[config.mk]
export PLATFORM = sky130hd
export DESIGN_NAME = isa_issuer_flat
export DESIGN_NICKNAME = d
export VERILOG_FILES = /design/src/rtl/isa_issuer_pkg.sv /design/src/rtl/isa_issuer_if.sv /design/src/rtl/isa_credit_cnt.sv /design/src/rtl/isa_issuer.sv /design/src/flat_wrapper.sv
export SDC_FILE = /design/constraint.sdc
export NUM_CORES = 1
export LEC_CHECK = 0
export ABC_AREA = 1
export CAP_MARGIN = 15
export CORE_ASPECT_RATIO = 0.9
export CORE_MARGIN = 5
export CORE_UTILIZATION = 54
export CTS_BUF_LIST = sky130_fd_sc_hd__clkbuf_2 sky130_fd_sc_hd__clkbuf_4 sky130_fd_sc_hd__clkbuf_8
export DETAILED_ROUTE_END_ITERATION = 6
export PLACE_DENSITY = 0.95
export SLEW_MARGIN = 20
export SYNTH_ARGS = -nofsm -noshare
export SYNTH_HDL_FRONTEND = slang
export SYNTH_SLANG_ARGS = --single-unit
[constraint.sdc]
create_clock -name clk -period 3.7 [get_ports clk]
set_clock_uncertainty 0.2 [all_clocks]
set_input_delay 0.74 -clock clk [delete_from_list [all_inputs] [get_ports clk]]
set_output_delay 0.74 -clock clk [all_outputs]
set_load 0.02 [all_outputs]
[src/rtl/isa_issuer_pkg.sv]
// Shared constants and types for the instruction issuer: opcodes, burst strides
// and the FSM state encoding.
package isa_issuer_pkg;

  localparam int unsigned OP_W     = 2;
  localparam int unsigned NBURST_W = 8;

  localparam logic [OP_W-1:0] OP_READ  = 2'b01;
  localparam logic [OP_W-1:0] OP_WRITE = 2'b10;

  // Byte strides: read bursts are 8 words, write bursts 16 words, 4 B each.
  localparam int unsigned STRIDE_READ  = 32;
  localparam int unsigned STRIDE_WRITE = 64;

  typedef enum logic {
    IDLE  = 1'b0,
    ISSUE = 1'b1
  } state_t;

endpackage

[src/rtl/isa_issuer_if.sv]
// Host command channel plus instruction-FIFO / consumer feedback bundle.
interface isa_issuer_if
  import isa_issuer_pkg::*;
#(
  parameter int unsigned ISA  = 2,
  parameter int unsigned ADDR = 32
) ();

  logic                  cmd_valid;
  logic                  cmd_ready;
  logic [ISA-1:0]        cmd_op;
  logic [ADDR-1:0]       cmd_addr;
  logic [NBURST_W-1:0]   cmd_nburst;
  logic                  ISA_FIFO_full;
  logic [ISA+ADDR-1:0]   ISA_FIFO_din;
  logic                  ISA_FIFO_wr_en;
  logic                  ECN;
  logic                  burst_done;

  modport master (
    output cmd_valid, cmd_op, cmd_addr, cmd_nburst,
    output ISA_FIFO_full, ECN, burst_done,
    input  cmd_ready, ISA_FIFO_din, ISA_FIFO_wr_en
  );

  modport slave (
    input  cmd_valid, cmd_op, cmd_addr, cmd_nburst,
    input  ISA_FIFO_full, ECN, burst_done,
    output cmd_ready, ISA_FIFO_din, ISA_FIFO_wr_en
  );

endinterface

[src/rtl/isa_credit_cnt.sv]
// Outstanding-burst credit counter: saturates at MAX_OUT, ignores and flags
// a completion that arrives with nothing outstanding.
module isa_credit_cnt #(
  parameter int unsigned MAX_OUT = 8,
  parameter int unsigned OUT_BIT = 4
) (
  input  logic               clk,
  input  logic               rst_n,
  input  logic               inc,
  input  logic               dec,
  output logic [OUT_BIT-1:0] count,
  output logic               at_max,
  output logic               underflow_err
);

  logic inc_ok;
  logic dec_ok;

  assign at_max        = (count >= OUT_BIT'(MAX_OUT));
  assign underflow_err = dec & (count == '0);
  assign inc_ok        = inc & ~at_max;
  assign dec_ok        = dec & (count != '0);

  // A simultaneous issue and completion cancel out.
  always_ff @(posedge clk or negedge rst_n) begin
    if (!rst_n) begin
      count <= '0;
    end else if (inc_ok && !dec_ok) begin
      count <= count + OUT_BIT'(1);
    end else if (dec_ok && !inc_ok) begin
      count <= count - OUT_BIT'(1);
    end
  end

endmodule

[src/rtl/isa_issuer.sv]
// Splits a host read/write command into per-burst instructions for the
// instruction FIFO, throttled by FIFO-full, ECN and an outstanding-burst credit.
module isa_issuer
  import isa_issuer_pkg::*;
#(
  parameter int unsigned ISA     = 2,
  parameter int unsigned ADDR    = 32,
  parameter int unsigned MAX_OUT = 8,
  parameter int unsigned OUT_BIT = 4
) (
  input  logic               clk,
  input  logic               rst_n,
  isa_issuer_if.slave        bus,
  output logic [OUT_BIT-1:0] outstanding,
  output logic               cmd_done,
  output logic               cmd_err,
  output logic               busy
);

  state_t              state;
  logic [ISA-1:0]      op_q;
  logic [ADDR-1:0]     addr_q;
  logic [NBURST_W-1:0] remaining;

  logic            wr;
  logic            last;
  logic            cmd_ok;
  logic            at_max;
  logic            underflow_err;
  logic [ADDR-1:0] stride;

  assign busy          = (state == ISSUE);
  assign bus.cmd_ready = (state == IDLE);

  // Issue decision is a pure function of registered state and stall inputs.
  assign wr                 = busy & ~bus.ISA_FIFO_full & ~bus.ECN & ~at_max;
  assign bus.ISA_FIFO_wr_en = wr;
  assign bus.ISA_FIFO_din   = {op_q, addr_q};

  assign last     = (remaining == NBURST_W'(1));
  assign cmd_done = wr & last;

  assign cmd_ok = ((bus.cmd_op == ISA'(OP_READ)) || (bus.cmd_op == ISA'(OP_WRITE)))
                  && (bus.cmd_nburst != '0);

  assign stride = (op_q == ISA'(OP_WRITE)) ? ADDR'(STRIDE_WRITE) : ADDR'(STRIDE_READ);

  isa_credit_cnt #(
    .MAX_OUT (MAX_OUT),
    .OUT_BIT (OUT_BIT)
  ) u_credit (
    .clk           (clk),
    .rst_n         (rst_n),
    .inc           (wr),
    .dec           (bus.burst_done),
    .count         (outstanding),
    .at_max        (at_max),
    .underflow_err (underflow_err)
  );

  // Command FSM with its datapath registers and the registered error pulse.
  always_ff @(posedge clk or negedge rst_n) begin
    if (!rst_n) begin
      state     <= IDLE;
      op_q      <= '0;
      addr_q    <= '0;
      remaining <= '0;
      cmd_err   <= 1'b0;
    end else begin
      cmd_err <= underflow_err;
      case (state)
        IDLE: begin
          if (bus.cmd_valid) begin
            op_q      <= bus.cmd_op;
            addr_q    <= bus.cmd_addr;
            remaining <= bus.cmd_nburst;
            if (cmd_ok) begin
              state <= ISSUE;
            end else begin
              cmd_err <= 1'b1;
            end
          end
        end
        ISSUE: begin
          // Address wraps modulo 2^ADDR by construction.
          if (wr) begin
            addr_q    <= addr_q + stride;
            remaining <= remaining - NBURST_W'(1);
            if (last) begin
              state <= IDLE;
            end
          end
        end
        default: state <= IDLE;
      endcase
    end
  end

endmodule
[src/flat_wrapper.sv]
// flat-port wrapper written by rule: the top's interface ports become plain ports
module isa_issuer_flat import isa_issuer_pkg::*;
#(
  parameter int unsigned ISA     = 2,
  parameter int unsigned ADDR    = 32,
  parameter int unsigned MAX_OUT = 8,
  parameter int unsigned OUT_BIT = 4
)
  (clk, rst_n, outstanding, cmd_done, cmd_err, busy, bus_cmd_valid, bus_cmd_op, bus_cmd_addr, bus_cmd_nburst, bus_ISA_FIFO_full, bus_ECN, bus_burst_done, bus_cmd_ready, bus_ISA_FIFO_din, bus_ISA_FIFO_wr_en);
  isa_issuer_if #(.ISA(ISA), .ADDR(ADDR)) bus_i ();
  input  logic clk;
  input  logic rst_n;
  output logic [OUT_BIT-1:0] outstanding;
  output logic cmd_done;
  output logic cmd_err;
  output logic busy;
  input wire logic [$bits(bus_i.cmd_valid)-1:0] bus_cmd_valid;
  input wire logic [$bits(bus_i.cmd_op)-1:0] bus_cmd_op;
  input wire logic [$bits(bus_i.cmd_addr)-1:0] bus_cmd_addr;
  input wire logic [$bits(bus_i.cmd_nburst)-1:0] bus_cmd_nburst;
  input wire logic [$bits(bus_i.ISA_FIFO_full)-1:0] bus_ISA_FIFO_full;
  input wire logic [$bits(bus_i.ECN)-1:0] bus_ECN;
  input wire logic [$bits(bus_i.burst_done)-1:0] bus_burst_done;
  output wire logic [$bits(bus_i.cmd_ready)-1:0] bus_cmd_ready;
  output wire logic [$bits(bus_i.ISA_FIFO_din)-1:0] bus_ISA_FIFO_din;
  output wire logic [$bits(bus_i.ISA_FIFO_wr_en)-1:0] bus_ISA_FIFO_wr_en;
  assign bus_i.cmd_valid = bus_cmd_valid;
  assign bus_i.cmd_op = bus_cmd_op;
  assign bus_i.cmd_addr = bus_cmd_addr;
  assign bus_i.cmd_nburst = bus_cmd_nburst;
  assign bus_i.ISA_FIFO_full = bus_ISA_FIFO_full;
  assign bus_i.ECN = bus_ECN;
  assign bus_i.burst_done = bus_burst_done;
  assign bus_cmd_ready = bus_i.cmd_ready;
  assign bus_ISA_FIFO_din = bus_i.ISA_FIFO_din;
  assign bus_ISA_FIFO_wr_en = bus_i.ISA_FIFO_wr_en;
  isa_issuer #(.ISA(ISA), .ADDR(ADDR), .MAX_OUT(MAX_OUT), .OUT_BIT(OUT_BIT)) u_core (.clk(clk), .rst_n(rst_n), .bus(bus_i), .outstanding(outstanding), .cmd_done(cmd_done), .cmd_err(cmd_err), .busy(busy));
endmodule
======== Word-level counts from Yosys, hierarchy flattened ========
Cells that the tools add are included.
word-level totals
  logic and storage cells ................. 57
  register bits after elaboration ......... 48
  output and inout bits ................... 43
  bits of input ports ..................... 48
operators by class
  equal/unequal tests ..................... 6
  bitwise logic cells ..................... 11
  magnitude comparators ................... 1
  reduce and logical (&&, ||, !) cells .... 12
  add/subtract/negate cells ............... 4
  multiplexer cells ....................... 17
operators by type and width
  cell                                                                 count
  32-bit two-way mux                                                   2
  32-bit case mux with 2 select lines                                  1
  32-bit adder                                                         1
  8-bit two-way mux                                                    2
  8-bit case mux with 2 select lines                                   1
  8-bit by 1-bit == test with 1-bit output (second input constant)     1
  4-bit two-way mux                                                    2
  8-bit nonzero test                                                   1
  8-bit by 1-bit subtractor with 8-bit output (second input constant)  1
  1-bit AND                                                            7
  1-bit two-way mux                                                    7
  7-bit two-way mux                                                    1
  4-bit by 1-bit adder with 4-bit output (second input constant)       1
  2-bit == test (second input constant)                                2
  4-bit >= comparator (second input constant)                          1
  4-bit logical NOT                                                    1
  2-bit inequality test (second input constant)                        2
  1-bit NOT                                                            4
  2-bit AND reduction                                                  2
  4-bit nonzero test                                                   1
  4-bit by 1-bit subtractor with 4-bit output (second input constant)  1
  1-bit logical AND                                                    3
  2-bit by 1-bit == test with 1-bit output (second input constant)     1
  1-bit logical NOT                                                    2
  3 further kinds                                                      3

======== Logic depth before layout (Yosys ltp) ========
  depth in word-level cells ............... 9
  gate-level depth with buffers ........... 15
  depth with buffers taken out ............ 15

======== Hierarchy ========
Synthesis repeated with hierarchy kept, for this count alone.
unflattened totals
  cells, all modules ...................... 519
  area, all modules ....................... 3314.4 sq um
modules (own cells, without submodules)
  module          times used  cells each  seq. area each (sq um)  area an instance (sq um)
  isa_issuer      1           478         1101.1                  3016.6
  isa_credit_cnt  1           41          100.1                   297.8

======== Least setup slack after synthesis ========
Ideal clock, no wire load.
  path kind ............................... input -> output
  from .................................... input bus_ISA_FIFO_full
  to ...................................... output cmd_done
  cell stages on the path ................. 5
  data arrival time ....................... 1720 ps
  data required time ...................... 2760 ps
  setup slack ............................. 1040 ps
  buffers on the path ..................... 0
  cells stage by stage .................... nor2_1 > nand3_1 > inv_1 > nand3_1 > nor3_1
on the way
  cells in the longest elaborated chain, start to end .. 5
RTL lines
  what                          line                RTL
  from (decl)                   flat_wrapper.sv:21  input wire logic [$bits(bus_i.ISA_FIFO_full)-1:0] bus_ISA_FIFO_full;
  1-bit NOT                     isa_issuer.sv:36    assign wr = busy & ~bus.ISA_FIFO_full & ~bus.ECN & ~at_max;
  1-bit AND (3 in a row)        isa_issuer.sv:36
  named net bus_ISA_FIFO_wr_en  flat_wrapper.sv:26  output wire logic [$bits(bus_i.ISA_FIFO_wr_en)-1:0] bus_ISA_FIFO_wr_en;
  1-bit AND                     isa_issuer.sv:41    assign cmd_done = wr & last;
  to (decl)                     flat_wrapper.sv:14  output logic cmd_done;
The timed path passes the listed nets, and every way through them passes these cells.

======== Final worst setup path ========
  from .................................... input bus_ISA_FIFO_full
  to ...................................... output cmd_done
on the way
  cells in the longest elaborated chain, start to end .. 5
RTL lines
  what                    line
  1-bit NOT               isa_issuer.sv:36
  1-bit AND (3 in a row)  isa_issuer.sv:36
  1-bit AND               isa_issuer.sv:41
Every way passes these cells.

==> flow_summary.yaml <==
route:
  routed-wl-met2_um: 4579
  antenna_left: 0
  routed.top_layer: "met4"
  num_vias: 3592
  drt_iter0_drc: 296
  met1Wirelength_um: 4059
  detailedRoute.firstPassIterationCount: 5
  wirelength_um: 9606
  wl_met3_um: 604
  drc_errors: 0
  via_per_inst: 5.451
  routedWlPerCell_um: 14.58
power_and_ir_drop:
  power_leakage_nw: 2.065
  p_per_area_nw_per_um2: 792.8
  power_mw: 3.467
  vdd_drop_max_mv: 0.3235
global_routing:
  antenna_found_initial: 0
  grt_max_degree: 61
  grt_pass1_wl_um: 16300
  grt-ovfl-total: 0
  first_global_vias: 3568
  grt.total_usage_pct: 25.34
timing:
  clock.fmax_ghz: 0.2960
  maxSlewViolCount: 0
  final.period_utilization_pct: 91.30
  tightestPinTransition_ns: 0.6845
  layout_min_cycle_time_ns: 3.378
  layout_setup_ws_ns: 0.3221
  rsz0062_at_grt: "false"
  slew_headroom_pct: 54.36
  fin_tns_setup_ns: 0
  finalHoldViolations: 0
  setup_viol: 0
worst_setup_path:
  r2r_setup_slack_ns: 1.21
  crit_arrival_ns: 2.44
  end_kind: "output pin"
  critPathMaxFanout: 3
  r2r-start: "u_core.op_q[0]"
  critPathKind: "in -> out"
  critPathLaunchType: "input pin"
  rr_endpoint: "u_core.addr_q[13]"
  r2r.worst_path.cells: 12
  worstPathRequired_ns: 2.76
synthesis:
  syn_nets: 560
  yosys.area.top_type: "dfrtp_1"
  yosysUniqueCellTypes: 38
  syn_avg_cell_area_um2: 6.634
  yosysMostFrequentCell: "nand2_1"
  ys_ff_latch: 48
  async_flop_share_pct: 100.0
  ys_seq_area_share_pct: 36.00
  syn_inst: 503
  ys_warn_count: 0
  ys_top_cells_by_count: "180 x nand2_1, 79 x nor2_1, 48 x dfrtp_1"
  ys.flop_type: "dfrtp_1"
  syn_area_um2: 3337
  synth_top_area_share_pct: 36.00
  synth_edf_count: 0
  synth.area.top_cells: "dfrtp_1 36%, nand2_1 20%, nor2_1 8.9%"
layout:
  final_nets: 643
  layout-drive-gt1-share_pct: 7.155
  diodes: 0
  nFillCells: 450
  synthToLayoutAreaGrowth_pct: 31.05
  postLayoutCoreUtil_pct: 71.91
clocking:
  cts_buffer_depth: 2
  cts-htree-levels: 2
  cts_root_buf: "clkbuf_8"
  clk_pin_slew_ns: 0.09
  clock_latency_ns: 0.31
  cts-hold-fix-buffers: 0
  cts_setup_buffers: 0
  cts_tree: "yes"
  numCtsBuffers: 5
  clock_sinks: 48
  post_cts_resize_count: 0
floorplan:
  coreArea_um2: 6081
  ios: 91
  dieHeight_um: 84.58
  die-area_um2: 7854
  rows: 27
  die_x_um: 92.86
  initial_utilization_pct: 54.88
place:
  place_congestion: 0.8906
  io_buffers: 90
  dp_hpwl_um: 7022
  pre_cts_ws_ns: 0.3263
run_status:
  status: "finished, final reports clean"
flow_run:
  maxCapViolCount: 0
min_path:
  min_path_type: "in -> async"
[area by class of cell]
| cell class | instances | area [um2] | area share, % |
|---|---|---|---|
| clock buffer | 6 | 76.32 | 1.745 |
| clock inverter | 2 | 35.03 | 0.8011 |
| inverter | 43 | 163.9 | 3.748 |
| multi-input combinational | 395 | 1887 | 43.15 |
| sequential | 48 | 1202 | 27.50 |
| tap | 72 | 90.09 | 2.060 |
| timing repair buffer | 93 | 918.4 | 21.00 |
[where the power goes]
group          internal (mW)  switching [mW]
combinational          0.831            1.17
clock                  0.208           0.189
sequential             0.762           0.304
[stage by stage]
step           area (um2)  instances  hold WS, ns
4_1_cts              4373        659       0.2882
2_1_floorplan        3337        503       0.2444
3_3_place_gp         4262        651       0.2633
3_5_place_dp         4262        651       0.2698
6_report             4373        659       0.2648
5_1_grt              4373        659       0.3130
[flip-flops by register name (all words and copies together) (netlist names)]
name and cells:
u_core.addr_q 32, u_core.busy 1, u_core.cmd_err 1, u_core.op_q 2
u_core.remaining 8, u_core.u_credit.count 4
[cell usage in the layout, fill, tap and decap left out, drive strengths merged, types with 3 or more instances in the layout]
| cell type | netlist | routed |
|---|---|---|
| a21oi | 16 | 16 |
| buf | 12 | 4 |
| clkbuf | 5 | 6 |
| clkdlybuf4s50 | 0 | 89 |
| dfrtp | 48 | 48 |
| ha | 7 | 7 |
| inv | 42 | 42 |
| nand2 | 188 | 188 |
| nand3 | 27 | 27 |
| nand3b | 7 | 7 |
| nand4 | 6 | 6 |
| nor2 | 87 | 87 |
| nor3 | 3 | 3 |
| o211ai | 3 | 3 |
| o21ai | 29 | 29 |
| xnor2 | 6 | 6 |
| xor2 | 3 | 3 |
[layer usage]
| metal | vias up | global-route usage (%) |
|---|---|---|
| met3 | 41 | 4.659 |
| li1 | 1750 | - |
| met5 | - | 0 |
| met1 | 1626 | 32.86 |
| met4 | 0 | 12.78 |
| met2 | 175 | 40.48 |
[worst max-delay path: stages]
cell and delay (ns):
clkdlybuf4s50_1 0.40, nor2_1 0.10, nand3_1 0.10, inv_1 0.13, nand3_1 0.08, nor3_1 0.22, clkdlybuf4s50_1 0.66
[worst max-delay path by stage]
| stage | from | endpoint | slack (ns) | cells past startpoint |
|---|---|---|---|---|
| final | bus_ISA_FIFO_full | cmd_done | 0.32 | 7 |
| after global routing | bus_ISA_FIFO_full | cmd_done | 0.19 | 7 |
| after CTS | bus_ISA_FIFO_full | cmd_done | 0.32 | 7 |
| after detailed placement | bus_ISA_FIFO_full | cmd_done | 0.33 | 7 |
| after global placement | bus_ISA_FIFO_full | cmd_done | 0.39 | 7 |
| after floorplan | bus_ISA_FIFO_full | cmd_done | 1.04 | 5 |
[cell families after synthesis]
logic type	after synthesis	share of synthesized area, %
compound gates	55	9.074
xor+xnor	9	2.362
fa+ha+maj	9	3.824
buf+inv	60	7.462
flops	48	36.00
mux	1	0.3374
simple gates	321	40.94
Note: power is estimated with default switching activity, not from simulation.
